**src/rtl/mem_ctrl_pkg.sv**
```systemverilog
// Shared memory-map constants, FSM encoding and helper types for the memory controller.
package mem_ctrl_pkg;

   localparam logic [15:0] RAM1_BASE      = 16'h8000;
   localparam logic [15:0] UART_DATA_ADDR = 16'hBF00;
   localparam logic [15:0] UART_STAT_ADDR = 16'hBF01;

   typedef enum logic [1:0] {
      ST_IDLE   = 2'd0,
      ST_SETUP  = 2'd1,
      ST_STROBE = 2'd2,
      ST_DONE   = 2'd3
   } state_e;

   // One-hot access target produced by the address decoder
   typedef struct packed {
      logic uart_stat;
      logic uart_data;
      logic ram1;
      logic ram2;
   } target_t;

   typedef struct packed {
      logic en_n;
      logic oe_n;
      logic we_n;
      logic dq_oe;
   } sram_ctl_t;

   localparam sram_ctl_t CTL_IDLE = '{en_n: 1'b1, oe_n: 1'b1, we_n: 1'b1, dq_oe: 1'b0};

   function automatic logic [15:0] uart_status_word(input logic data_ready,
                                                     input logic tbre,
                                                     input logic tsre);
      return {14'b0, data_ready, tbre & tsre};
   endfunction

endpackage

```
**src/rtl/mem_ctrl_if.sv**
```systemverilog
// CPU-side fetch and data-access handshake bundle of the memory controller.
interface mem_ctrl_if;
   logic        if_req;
   logic [15:0] if_addr;
   logic [15:0] if_data;
   logic        if_done;
   logic        memread;
   logic        memwrite;
   logic [15:0] mem_addr;
   logic [15:0] mem_wdata;
   logic [15:0] mem_rdata;
   logic        mem_done;
   logic        stall;

   modport master (
      output if_req, if_addr, memread, memwrite, mem_addr, mem_wdata,
      input  if_data, if_done, mem_rdata, mem_done, stall
   );

   modport slave (
      input  if_req, if_addr, memread, memwrite, mem_addr, mem_wdata,
      output if_data, if_done, mem_rdata, mem_done, stall
   );
endinterface

```
**src/rtl/mem_decode.sv**
```systemverilog
// Combinational address decoder: 16-bit address to one-hot device target.
module mem_decode
   import mem_ctrl_pkg::*;
(
   input  logic [15:0] addr_i,
   output target_t     target_o
);

   // RAM2 owns the low half; the two UART registers are carved out of RAM1's range
   always_comb begin
      target_o = '0;
      if (addr_i < RAM1_BASE) begin
         target_o.ram2 = 1'b1;
      end else if (addr_i == UART_DATA_ADDR) begin
         target_o.uart_data = 1'b1;
      end else if (addr_i == UART_STAT_ADDR) begin
         target_o.uart_stat = 1'b1;
      end else begin
         target_o.ram1 = 1'b1;
      end
   end

endmodule

```
**src/rtl/mem_ctrl.sv**
```systemverilog
// Four-state SRAM/UART access controller arbitrating instruction fetch and data accesses.
module mem_ctrl
   import mem_ctrl_pkg::*;
(
   input  logic        clk_i,
   input  logic        rst_i,
   mem_ctrl_if.slave   cpu,
   output logic [15:0] ram1_addr_o,
   input  logic [15:0] ram1_dq_i,
   output logic [15:0] ram1_dq_o,
   output logic        ram1_dq_oe_o,
   output logic        ram1_en_n_o,
   output logic        ram1_oe_n_o,
   output logic        ram1_we_n_o,
   output logic [15:0] ram2_addr_o,
   input  logic [15:0] ram2_dq_i,
   output logic [15:0] ram2_dq_o,
   output logic        ram2_dq_oe_o,
   output logic        ram2_en_n_o,
   output logic        ram2_oe_n_o,
   output logic        ram2_we_n_o,
   output logic        uart_rdn_o,
   output logic        uart_wrn_o,
   input  logic        uart_data_ready_i,
   input  logic        uart_tbre_i,
   input  logic        uart_tsre_i
);

   state_e      state_q, state_d;
   logic        is_data_q, is_data_d;
   logic        is_wr_q, is_wr_d;
   logic [15:0] addr_q, addr_d;
   logic [15:0] wdata_q, wdata_d;
   target_t     tgt_q, tgt_d;

   sram_ctl_t   ram1_ctl_q, ram1_ctl_d, ram2_ctl_q, ram2_ctl_d;
   logic [15:0] ram1_addr_q, ram1_addr_d, ram2_addr_q, ram2_addr_d;
   logic [15:0] ram1_dq_q, ram1_dq_d, ram2_dq_q, ram2_dq_d;
   logic        rdn_q, rdn_d, wrn_q, wrn_d;
   logic        if_done_q, if_done_d, mem_done_q, mem_done_d;
   logic [15:0] if_data_q, if_data_d, mem_rdata_q, mem_rdata_d;

   logic        data_req_s, any_req_s, active_s, strobe_s;
   logic [15:0] sel_addr_s, rdata_s;
   target_t     sel_tgt_s;

   assign data_req_s = cpu.memread | cpu.memwrite;
   assign any_req_s  = data_req_s | cpu.if_req;
   assign sel_addr_s = data_req_s ? cpu.mem_addr : cpu.if_addr;

   mem_decode u_decode (
      .addr_i   (sel_addr_s),
      .target_o (sel_tgt_s)
   );

   // State sequencing; the winning request is latched on leaving IDLE
   always_comb begin
      state_d   = state_q;
      is_data_d = is_data_q;
      is_wr_d   = is_wr_q;
      addr_d    = addr_q;
      wdata_d   = wdata_q;
      tgt_d     = tgt_q;
      case (state_q)
         ST_IDLE: begin
            if (any_req_s) begin
               state_d   = ST_SETUP;
               is_data_d = data_req_s;
               is_wr_d   = cpu.memwrite;
               addr_d    = sel_addr_s;
               wdata_d   = cpu.mem_wdata;
               tgt_d     = sel_tgt_s;
            end else begin
               state_d = ST_IDLE;
            end
         end
         ST_SETUP:  state_d = ST_STROBE;
         ST_STROBE: state_d = ST_DONE;
         ST_DONE:   state_d = ST_IDLE;
         default:   state_d = ST_IDLE;
      endcase
   end

   // Read data source for the access ending this cycle
   always_comb begin
      if (tgt_q.ram2) begin
         rdata_s = ram2_dq_i;
      end else if (tgt_q.uart_stat) begin
         rdata_s = uart_status_word(uart_data_ready_i, uart_tbre_i, uart_tsre_i);
      end else begin
         rdata_s = ram1_dq_i;
      end
   end

   // Device controls are decoded from the upcoming state so the pins come straight from flops
   always_comb begin
      active_s    = (state_d == ST_SETUP) || (state_d == ST_STROBE);
      strobe_s    = (state_d == ST_STROBE);
      ram1_ctl_d  = CTL_IDLE;
      ram2_ctl_d  = CTL_IDLE;
      ram1_addr_d = 16'h0000;
      ram2_addr_d = 16'h0000;
      ram1_dq_d   = 16'h0000;
      ram2_dq_d   = 16'h0000;
      rdn_d       = 1'b1;
      wrn_d       = 1'b1;
      if (active_s) begin
         if (tgt_d.ram2) begin
            ram2_ctl_d.en_n  = 1'b0;
            ram2_ctl_d.dq_oe = is_wr_d;
            ram2_ctl_d.we_n  = ~(is_wr_d & strobe_s);
            ram2_ctl_d.oe_n  = ~(~is_wr_d & strobe_s);
            ram2_addr_d      = addr_d;
            ram2_dq_d        = is_wr_d ? wdata_d : 16'h0000;
         end else if (tgt_d.ram1) begin
            ram1_ctl_d.en_n  = 1'b0;
            ram1_ctl_d.dq_oe = is_wr_d;
            ram1_ctl_d.we_n  = ~(is_wr_d & strobe_s);
            ram1_ctl_d.oe_n  = ~(~is_wr_d & strobe_s);
            ram1_addr_d      = addr_d;
            ram1_dq_d        = is_wr_d ? wdata_d : 16'h0000;
         end else if (tgt_d.uart_data) begin
            ram1_ctl_d.dq_oe = is_wr_d;
            ram1_dq_d        = is_wr_d ? wdata_d : 16'h0000;
            wrn_d            = ~(is_wr_d & strobe_s);
            rdn_d            = ~(~is_wr_d & strobe_s);
         end else begin
            rdn_d = 1'b1;
         end
      end else begin
         rdn_d = 1'b1;
      end
      if_done_d   = (state_d == ST_DONE) & ~is_data_q;
      mem_done_d  = (state_d == ST_DONE) &  is_data_q;
      if_data_d   = if_data_q;
      mem_rdata_d = mem_rdata_q;
      if (state_q == ST_STROBE) begin
         if (is_data_q) begin
            mem_rdata_d = rdata_s;
         end else begin
            if_data_d = rdata_s;
         end
      end else begin
         if_data_d = if_data_q;
      end
   end

   // State and output registers with synchronous reset
   always_ff @(posedge clk_i) begin
      if (rst_i) begin
         state_q     <= ST_IDLE;
         is_data_q   <= 1'b0;
         is_wr_q     <= 1'b0;
         addr_q      <= 16'h0000;
         wdata_q     <= 16'h0000;
         tgt_q       <= '0;
         ram1_ctl_q  <= CTL_IDLE;
         ram2_ctl_q  <= CTL_IDLE;
         ram1_addr_q <= 16'h0000;
         ram2_addr_q <= 16'h0000;
         ram1_dq_q   <= 16'h0000;
         ram2_dq_q   <= 16'h0000;
         rdn_q       <= 1'b1;
         wrn_q       <= 1'b1;
         if_done_q   <= 1'b0;
         mem_done_q  <= 1'b0;
         if_data_q   <= 16'h0000;
         mem_rdata_q <= 16'h0000;
      end else begin
         state_q     <= state_d;
         is_data_q   <= is_data_d;
         is_wr_q     <= is_wr_d;
         addr_q      <= addr_d;
         wdata_q     <= wdata_d;
         tgt_q       <= tgt_d;
         ram1_ctl_q  <= ram1_ctl_d;
         ram2_ctl_q  <= ram2_ctl_d;
         ram1_addr_q <= ram1_addr_d;
         ram2_addr_q <= ram2_addr_d;
         ram1_dq_q   <= ram1_dq_d;
         ram2_dq_q   <= ram2_dq_d;
         rdn_q       <= rdn_d;
         wrn_q       <= wrn_d;
         if_done_q   <= if_done_d;
         mem_done_q  <= mem_done_d;
         if_data_q   <= if_data_d;
         mem_rdata_q <= mem_rdata_d;
      end
   end

   assign cpu.stall     = ((state_q == ST_IDLE) & any_req_s) |
                          (state_q == ST_SETUP) | (state_q == ST_STROBE);
   assign cpu.if_done   = if_done_q;
   assign cpu.mem_done  = mem_done_q;
   assign cpu.if_data   = if_data_q;
   assign cpu.mem_rdata = mem_rdata_q;

   assign ram1_addr_o  = ram1_addr_q;
   assign ram1_dq_o    = ram1_dq_q;
   assign ram1_dq_oe_o = ram1_ctl_q.dq_oe;
   assign ram1_en_n_o  = ram1_ctl_q.en_n;
   assign ram1_oe_n_o  = ram1_ctl_q.oe_n;
   assign ram1_we_n_o  = ram1_ctl_q.we_n;
   assign ram2_addr_o  = ram2_addr_q;
   assign ram2_dq_o    = ram2_dq_q;
   assign ram2_dq_oe_o = ram2_ctl_q.dq_oe;
   assign ram2_en_n_o  = ram2_ctl_q.en_n;
   assign ram2_oe_n_o  = ram2_ctl_q.oe_n;
   assign ram2_we_n_o  = ram2_ctl_q.we_n;
   assign uart_rdn_o   = rdn_q;
   assign uart_wrn_o   = wrn_q;

endmodule
```
**src/flat_wrapper.sv**
```systemverilog
// flat-port wrapper written by rule: the top's interface ports become plain ports
module mem_ctrl_flat import mem_ctrl_pkg::*;
  (clk_i, rst_i, ram1_addr_o, ram1_dq_i, ram1_dq_o, ram1_dq_oe_o, ram1_en_n_o, ram1_oe_n_o, ram1_we_n_o, ram2_addr_o, ram2_dq_i, ram2_dq_o, ram2_dq_oe_o, ram2_en_n_o, ram2_oe_n_o, ram2_we_n_o, uart_rdn_o, uart_wrn_o, uart_data_ready_i, uart_tbre_i, uart_tsre_i, cpu_if_req, cpu_if_addr, cpu_memread, cpu_memwrite, cpu_mem_addr, cpu_mem_wdata, cpu_if_data, cpu_if_done, cpu_mem_rdata, cpu_mem_done, cpu_stall);
  mem_ctrl_if cpu_i ();
  input  logic clk_i;
  input  logic rst_i;
  output logic [15:0] ram1_addr_o;
  input  logic [15:0] ram1_dq_i;
  output logic [15:0] ram1_dq_o;
  output logic ram1_dq_oe_o;
  output logic ram1_en_n_o;
  output logic ram1_oe_n_o;
  output logic ram1_we_n_o;
  output logic [15:0] ram2_addr_o;
  input  logic [15:0] ram2_dq_i;
  output logic [15:0] ram2_dq_o;
  output logic ram2_dq_oe_o;
  output logic ram2_en_n_o;
  output logic ram2_oe_n_o;
  output logic ram2_we_n_o;
  output logic uart_rdn_o;
  output logic uart_wrn_o;
  input  logic uart_data_ready_i;
  input  logic uart_tbre_i;
  input  logic uart_tsre_i;
  input wire logic [$bits(cpu_i.if_req)-1:0] cpu_if_req;
  input wire logic [$bits(cpu_i.if_addr)-1:0] cpu_if_addr;
  input wire logic [$bits(cpu_i.memread)-1:0] cpu_memread;
  input wire logic [$bits(cpu_i.memwrite)-1:0] cpu_memwrite;
  input wire logic [$bits(cpu_i.mem_addr)-1:0] cpu_mem_addr;
  input wire logic [$bits(cpu_i.mem_wdata)-1:0] cpu_mem_wdata;
  output wire logic [$bits(cpu_i.if_data)-1:0] cpu_if_data;
  output wire logic [$bits(cpu_i.if_done)-1:0] cpu_if_done;
  output wire logic [$bits(cpu_i.mem_rdata)-1:0] cpu_mem_rdata;
  output wire logic [$bits(cpu_i.mem_done)-1:0] cpu_mem_done;
  output wire logic [$bits(cpu_i.stall)-1:0] cpu_stall;
  assign cpu_i.if_req = cpu_if_req;
  assign cpu_i.if_addr = cpu_if_addr;
  assign cpu_i.memread = cpu_memread;
  assign cpu_i.memwrite = cpu_memwrite;
  assign cpu_i.mem_addr = cpu_mem_addr;
  assign cpu_i.mem_wdata = cpu_mem_wdata;
  assign cpu_if_data = cpu_i.if_data;
  assign cpu_if_done = cpu_i.if_done;
  assign cpu_mem_rdata = cpu_i.mem_rdata;
  assign cpu_mem_done = cpu_i.mem_done;
  assign cpu_stall = cpu_i.stall;
  mem_ctrl u_core (.clk_i(clk_i), .rst_i(rst_i), .cpu(cpu_i), .ram1_addr_o(ram1_addr_o), .ram1_dq_i(ram1_dq_i), .ram1_dq_o(ram1_dq_o), .ram1_dq_oe_o(ram1_dq_oe_o), .ram1_en_n_o(ram1_en_n_o), .ram1_oe_n_o(ram1_oe_n_o), .ram1_we_n_o(ram1_we_n_o), .ram2_addr_o(ram2_addr_o), .ram2_dq_i(ram2_dq_i), .ram2_dq_o(ram2_dq_o), .ram2_dq_oe_o(ram2_dq_oe_o), .ram2_en_n_o(ram2_en_n_o), .ram2_oe_n_o(ram2_oe_n_o), .ram2_we_n_o(ram2_we_n_o), .uart_rdn_o(uart_rdn_o), .uart_wrn_o(uart_wrn_o), .uart_data_ready_i(uart_data_ready_i), .uart_tbre_i(uart_tbre_i), .uart_tsre_i(uart_tsre_i));
endmodule
```
**config.mk**
```make
export PLATFORM = sky130hd
export DESIGN_NAME = mem_ctrl_flat
export DESIGN_NICKNAME = d
export VERILOG_FILES = /design/src/rtl/mem_ctrl_pkg.sv /design/src/rtl/mem_ctrl_if.sv /design/src/rtl/mem_decode.sv /design/src/rtl/mem_ctrl.sv /design/src/flat_wrapper.sv
export SDC_FILE = /design/constraint.sdc
export NUM_CORES = 1
export LEC_CHECK = 0
export BUFFER_PORTS_ARGS = -buffer_cell sky130_fd_sc_hd__buf_2
export CORE_UTILIZATION = 35
export CTS_CLUSTER_DIAMETER = 80
export DETAILED_ROUTE_END_ITERATION = 8
export HOLD_SLACK_MARGIN = 0.03
export PLACE_DENSITY_LB_ADDON = 0.1
export SLEW_MARGIN = 20
export SYNTH_ARGS = -nofsm -noshare
export SYNTH_HDL_FRONTEND = slang
export SYNTH_SLANG_ARGS = --single-unit
```
**constraint.sdc**
```tcl
create_clock -name clk_i -period 3.3 [get_ports clk_i]
set_input_delay 0.66 -clock clk_i [delete_from_list [all_inputs] [get_ports clk_i]]
set_output_delay 0.66 -clock clk_i [all_outputs]
set_load 0.01 [all_outputs]
```
; Word level (Yosys, flattened, before mapping)
; Index checks and enable logic that the tools add are counted.
[word_totals]
elab_cells = 91
ff_bits = 148
in_bits = 88
[classes]
n_eq_ne = 8
magnitude_cmp = 1
bitwise = 18
muxes = 27
n_reduce_logical = 10
[ops]
columns = cell, n
row1 = 16-bit 2-to-1 mux, 10
row2 = 16-bit == test (second input constant), 2
row3 = 16-bit less-than comparator (second input constant), 1
row4 = 3-bit 2-to-1 mux, 4
row5 = 1-bit 2-to-1 mux, 11
row6 = 2-bit == test (second input constant), 4
row7 = 1-bit NOT, 8
row8 = 2-bit case mux with 4 select lines, 1
row9 = 1-bit bitwise AND, 6
row10 = 2-bit AND reduction, 3
row11 = 3-bit OR reduction, 2
row12 = 5-bit OR reduction, 1
row13 = 2-bit by 1-bit == test with 1-bit output (second input constant), 2
row14 = 4-bit 2-to-1 mux, 1
row15 = 1-bit OR, 4
row16 = 4-bit OR reduction, 1
row17 = 2-bit logical NOT, 1
row18 = 2-bit OR reduction, 1
row19 = 1-bit logical OR, 1

; Longest topological paths before layout
[depth]
depth_word = 10
ltp_mapped = 10
mapped_depth_nobuf = 8

; Cells and area by module
; From an unflattened synthesis, not the netlist that was laid out.
[unflattened]
cells_unflattened = 482
area_unflattened_um2 = 5049.8
[modules_own_cells]
columns = mod, cells_each, area_per_inst_um2, seq_area_each_um2, n_inst
row1 = mem_ctrl, 472, 4973.5, 2962.8, 1
row2 = mem_decode, 10, 76.3, 0.0, 1

; Least setup slack after synthesis
; No wires, ideal clock.
[synth_path]
kind = input port to flip-flop
from = input cpu_if_addr[1]
to = register u_core.ram1_dq_q[7] (netlist: u_core.ram1_dq_o[7])
path_slack_ns = 1.057
setup_ns = 0.129
arrival_time_ns = 2.114
path_buffers = 1
path_stages = 6
cell_sequence = or4_4 > nor4_4 > a311oi_2 > nor3_4 > buf_6 > nor3_1
[synth_via]
elab_chain_len = 8
word_cells_on_any_way = 14
classes_between = order compare: 1 / eq/ne: 2 / mux: 10 / reduce/logical: 1
[synth_rtl]
columns = item, line
row1 = start: declaration, flat_wrapper.sv:27  ; input wire logic [$bits(cpu_i.if_addr)-1:0] cpu_if_addr;
row2 = 16-bit 2-to-1 mux (*), mem_ctrl.sv:49  ; assign sel_addr_s = data_req_s ? cpu.mem_addr : cpu.if_addr;
row3 = "parallel branches: the longest is 3 deep, another holds 16-bit less-than comparator", --
row4 = 3-bit 2-to-1 mux (*), mem_ctrl.sv:66  ; if (any_req_s) begin
row5 = 3-bit 2-to-1 mux (*), mem_ctrl.sv:64  ; case (state_q)
row6 = 16-bit 2-to-1 mux or 3-bit 2-to-1 mux (tied branches), "mem_ctrl.sv:122, mem_ctrl.sv:64"
row7 = 16-bit 2-to-1 mux, mem_ctrl.sv:115  ; end else if (tgt_d.ram1) begin
row8 = end signal: assignment, mem_ctrl.sv:180  ; ram1_dq_q <= ram1_dq_d;
row9 = end: declaration, mem_ctrl.sv:38  ; logic [15:0] ram1_dq_q, ram1_dq_d, ram2_dq_q, ram2_dq_d;
; Every way passes the cells marked *.
; A chain may end at the register's enable or synchronous reset.

; Worst setup path in the final report
[layout_path]
from = register u_core.state_q[0]
to = output cpu_stall
[layout_via]
elab_chain_len = 4
word_cells_on_any_way = 6
classes_between = eq/ne: 2 / bitwise: 3 / reduce/logical: 1
[layout_rtl]
columns = item, line
row1 = start: declaration, mem_ctrl.sv:29  ; state_e state_q, state_d;
row2 = start signal: assignment, mem_ctrl.sv:170  ; state_q <= state_d;
row3 = 2-bit logical NOT, mem_ctrl.sv:191  ; assign cpu.stall = ((state_q == ST_IDLE) & any_req_s) |
row4 = 1-bit bitwise AND, mem_ctrl.sv:191
row5 = 1-bit OR, mem_ctrl.sv:191
row6 = 1-bit OR (*), mem_ctrl.sv:192  ; (state_q == ST_SETUP) | (state_q == ST_STROBE);
row7 = end: declaration, flat_wrapper.sv:36  ; output wire logic [$bits(cpu_i.stall)-1:0] cpu_stall;
; Every way passes the cells marked *; elsewhere a longest branch is shown, timed or not.

==> summary.txt <==
Run status
  – Outcome: finished, final reports clean

STA
  – Hold Vio Cnt, Final: 0
  – Max-slew violations: 0
  – Sum Neg Setup Slack: 0 ns
  – Worst Clk Skew: 0.00938 ns
  – Rel. slew slack: 0.393
  – Unrepaired setup endpoints after global routing: false
  – Final Critical Period: 2.65 ns
  – Final setup viols: 0
  – Fin crit share: 0.804
  – Maximum clock frequency: 0.377 GHz
  – Slew @ Worst Pin: a little over 0.9 ns

Hold path
  – Min-delay src: rst_i
  – Hold endpoint: u_core.state_q[1]
  – Hold depth: 2
  – Worst hold path type: input port to register

Floorplanning
  – Ports: 197
  – Die Wd: 123 um
  – Starting density of the core: 0.365
  – Die area: between 15000 and 20000 um2
  – Row count: 43
  – Core area: 14100 um2
  – Die height: 123 um

Clocking
  – Worst-path clk slew: 0.06 ns
  – Num CTS Buffers: 17
  – Cts repair resizes: 0
  – CTS tree: yes
  – Clk buf depth: 2
  – CTS H-Tree Depth: 4
  – Setup bufs post-CTS: 0
  – Worst skew pair latency: 0.41 ns
  – Cts hold-fix bufs: 0
  – Root buffer cell: clkbuf_16
  – Clock Sink Count: 148

Flow run
  – Max_cap viols: 0

Setup path
  – Worst path cell trace: inv_1 -> ha_1 -> o31ai_4 -> buf_4 -> nand2_1 -> buf_2
  – Crit path max fanout: 28
  – CP Launch Type: register
  – Worst EP arrival: 1.99 ns
  – Path depth of the worst reg2reg path: 6
  – R2R Setup Slk: 0.86 ns
  – Req. time, crit path: 2.64 ns
  – FF-to-FF Start: u_core.state_q[1]
  – CP Class: register to primary output
  – Max stage delay on crit path: 0.36 ns
  – Worst r2r dst: u_core.ram2_dq_oe_o
  – Endpoint type of the worst setup path: primary output
  – CP max stage cell: dfxtp_1

Detailed routing
  – Vias: 4264
  – Vias/cell: 4.72
  – Initial DRC Count: 254
  – First-pass detailed-route iteration total: 5
  – Antenna-violating nets left: 0
  – Routed wire per std cell: approximately 15 um
  – WL final: around 13000 um
  – DRC: 0

Final layout
  – Multi-input logic area: approximately 2000 um2
  – Ant diodes: 0
  – Final net count: 805
  – Commonest non-fill, non-tap cell in the layout: buf_2
  – Register Area: 2960 um2
  – Ratio of cells with drive above 1 in the final layout: 0.370
  – Fillcell total: about 1400
  – P&R area growth vs syn: 33.1%
  – Most frequent cells in the layout: buf_2, dfxtp_1, nor2_1

Pwr
  – Pleak: ~0.0031 uW
  – Max VDD drop: a little over 400 uV
  – Power per Cell Area: around 800 nW/um2
  – Pwr Total: ~5500 uW

Logic synthesis
  – Cell variety after synth: 55
  – Synthesized instance count: roughly 520
  – Top FF cell, synth: dfxtp_1
  – Mapped Area: ~5100 um2
  – Synth Area in Compound Gates: 0.132
  – Largest family of logic cells by synthesized area: simple AND/OR/NAND/NOR gates
  – Syn_nets: 615
  – FFs w/ async S/R, synth: 0
  – Syn_area_per_cell: 9.87 um2
  – Register area share after synthesis: 0.576
  – Count of flip-flops with a built-in enable after synthesis: 0
  – Mux contribution to synthesized area: 0.0450
  – Synth Register Bits: 148
  – Adder-Cell Fraction of Synth Area: 0.0146
  – Simple-gate share of the synthesized area: 0.196
  – YS warnings: 0
  – XOR/XNOR Fraction of Synth Area: 0

Place
  – Dpl hpwl: around 9400 um
  – IO buf count: 196
  – Gpl congestion: 0.837

Global route
  – Total GRT Usage: 0.177
  – First-pass GRT wire length: roughly 20000 um
  – Vias in the first global route: between 4000 and 5000
  – Initial antenna violation count: 0
  – Total gr overflow: 0
  – Largest net degree at the start of global routing: 48
==> worst max-delay path, delay by kind of cell, from the launching register on <==
| kind | cells | cell delay [ns] |
|---|---|---|
| fa+ha+maj | 1 | 0.34 |
| simple gates | 1 | 0.12 |
| buf+inv | 3 | 0.62 |
| flops | 1 | 0.36 |
| compound gates | 1 | 0.14 |
==> cells in the mapped netlist, drive strengths merged (2+ instances only) <==
master    n  area, um2
o31ai     2       28.8
ha        6       75.1
clkbuf   23       87.6
inv       4       15.0
nor4bb    2       20.0
a211oi   28        210
or2       4       25.0
nand2b    3       21.3
buf      12       85.1
nor4      3       40.0
nand2    38        143
nand3b    4       30.0
nor3     19        116
nor2    120        478
o21ai     6       45.0
a21oi    33        165
mux2i    22        220
o21a      3       23.8
a31oi     2       12.5
a22oi    15        113
nand4     2       12.5
nor3b     2       15.0
dfxtp   148       2960
nor2b     5       31.3
==> layer usage <==
layer / share of wire / GRT usage / vias up
met4: 0.012 / 0.0602 / 0
li1: - / - / 2162
met3: 0.062 / 0.0604 / 13
met5: 0 / 0 / -
met1: 0.44 / 0.217 / 1975
met2: 0.49 / 0.289 / 114
==> state kept, by name, indices dropped and copies added, names as in the netlist, 16 cells and up <==
name,cells
u_core.cpu.mem_rdata,16
u_core.ram1_dq_o,16
u_core.cpu.if_data,16
u_core.ram1_addr_o,16
u_core.ram2_addr_o,16
u_core.wdata_q,16
u_core.addr_q,16
u_core.ram2_dq_o,16
==> final cells by class <==
class / count / share of cell area
sequential: 148 / 0.433
multi-input combinational: 334 / 0.291
timing repair buffer: 206 / 0.154
clock buffer: 19 / 0.0647
tap: 180 / 0.0329
clock inverter: 13 / 0.0214
inverter: 4 / 0.00219
==> cell families after synthesis <==
family / count (synthesis)
compound gates: 95
flops: 148
buf+inv: 39
simple gates: 210
fa+ha+maj: 6
mux: 23
==> where the power goes <==
group	total (uW)	internal (uW)	switching, uW
combinational	1410	515	892
sequential	2160	2050	109
clock	1890	1140	746
total	5460	3710	1750
==> stage by stage <==
step	utilization	instance area [um2]	worst slack [ns]	hold WS, ns	cells
global placement	0.444	6250	0.734	0.467	872
CTS	0.485	6840	0.630	0.461	904
detailed placement	0.444	6250	0.671	0.476	872
floorplan	-	5140	1.06	0.450	521
finish	0.485	6840	0.647	0.475	904
global route	0.485	6840	0.491	0.485	904
==> worst max path at each step <==
stage / slack, ns / depth (start not counted) / endpoint / start
6_report: 0.65 / 6 / cpu_stall / u_core.state_q[0]
2_1_floorplan: 1.06 / 6 / u_core.ram1_dq_o[7] / cpu_if_addr[1]
5_1_grt: 0.49 / 6 / cpu_stall / u_core.state_q[0]
4_1_cts: 0.63 / 6 / cpu_stall / u_core.state_q[0]
3_3_place_gp: 0.73 / 6 / u_core.ram2_dq_oe_o / cpu_memwrite
3_5_place_dp: 0.67 / 6 / u_core.ram1_dq_o[8] / rst_i
No activity file was read; power rests on OpenSTA's default activity.
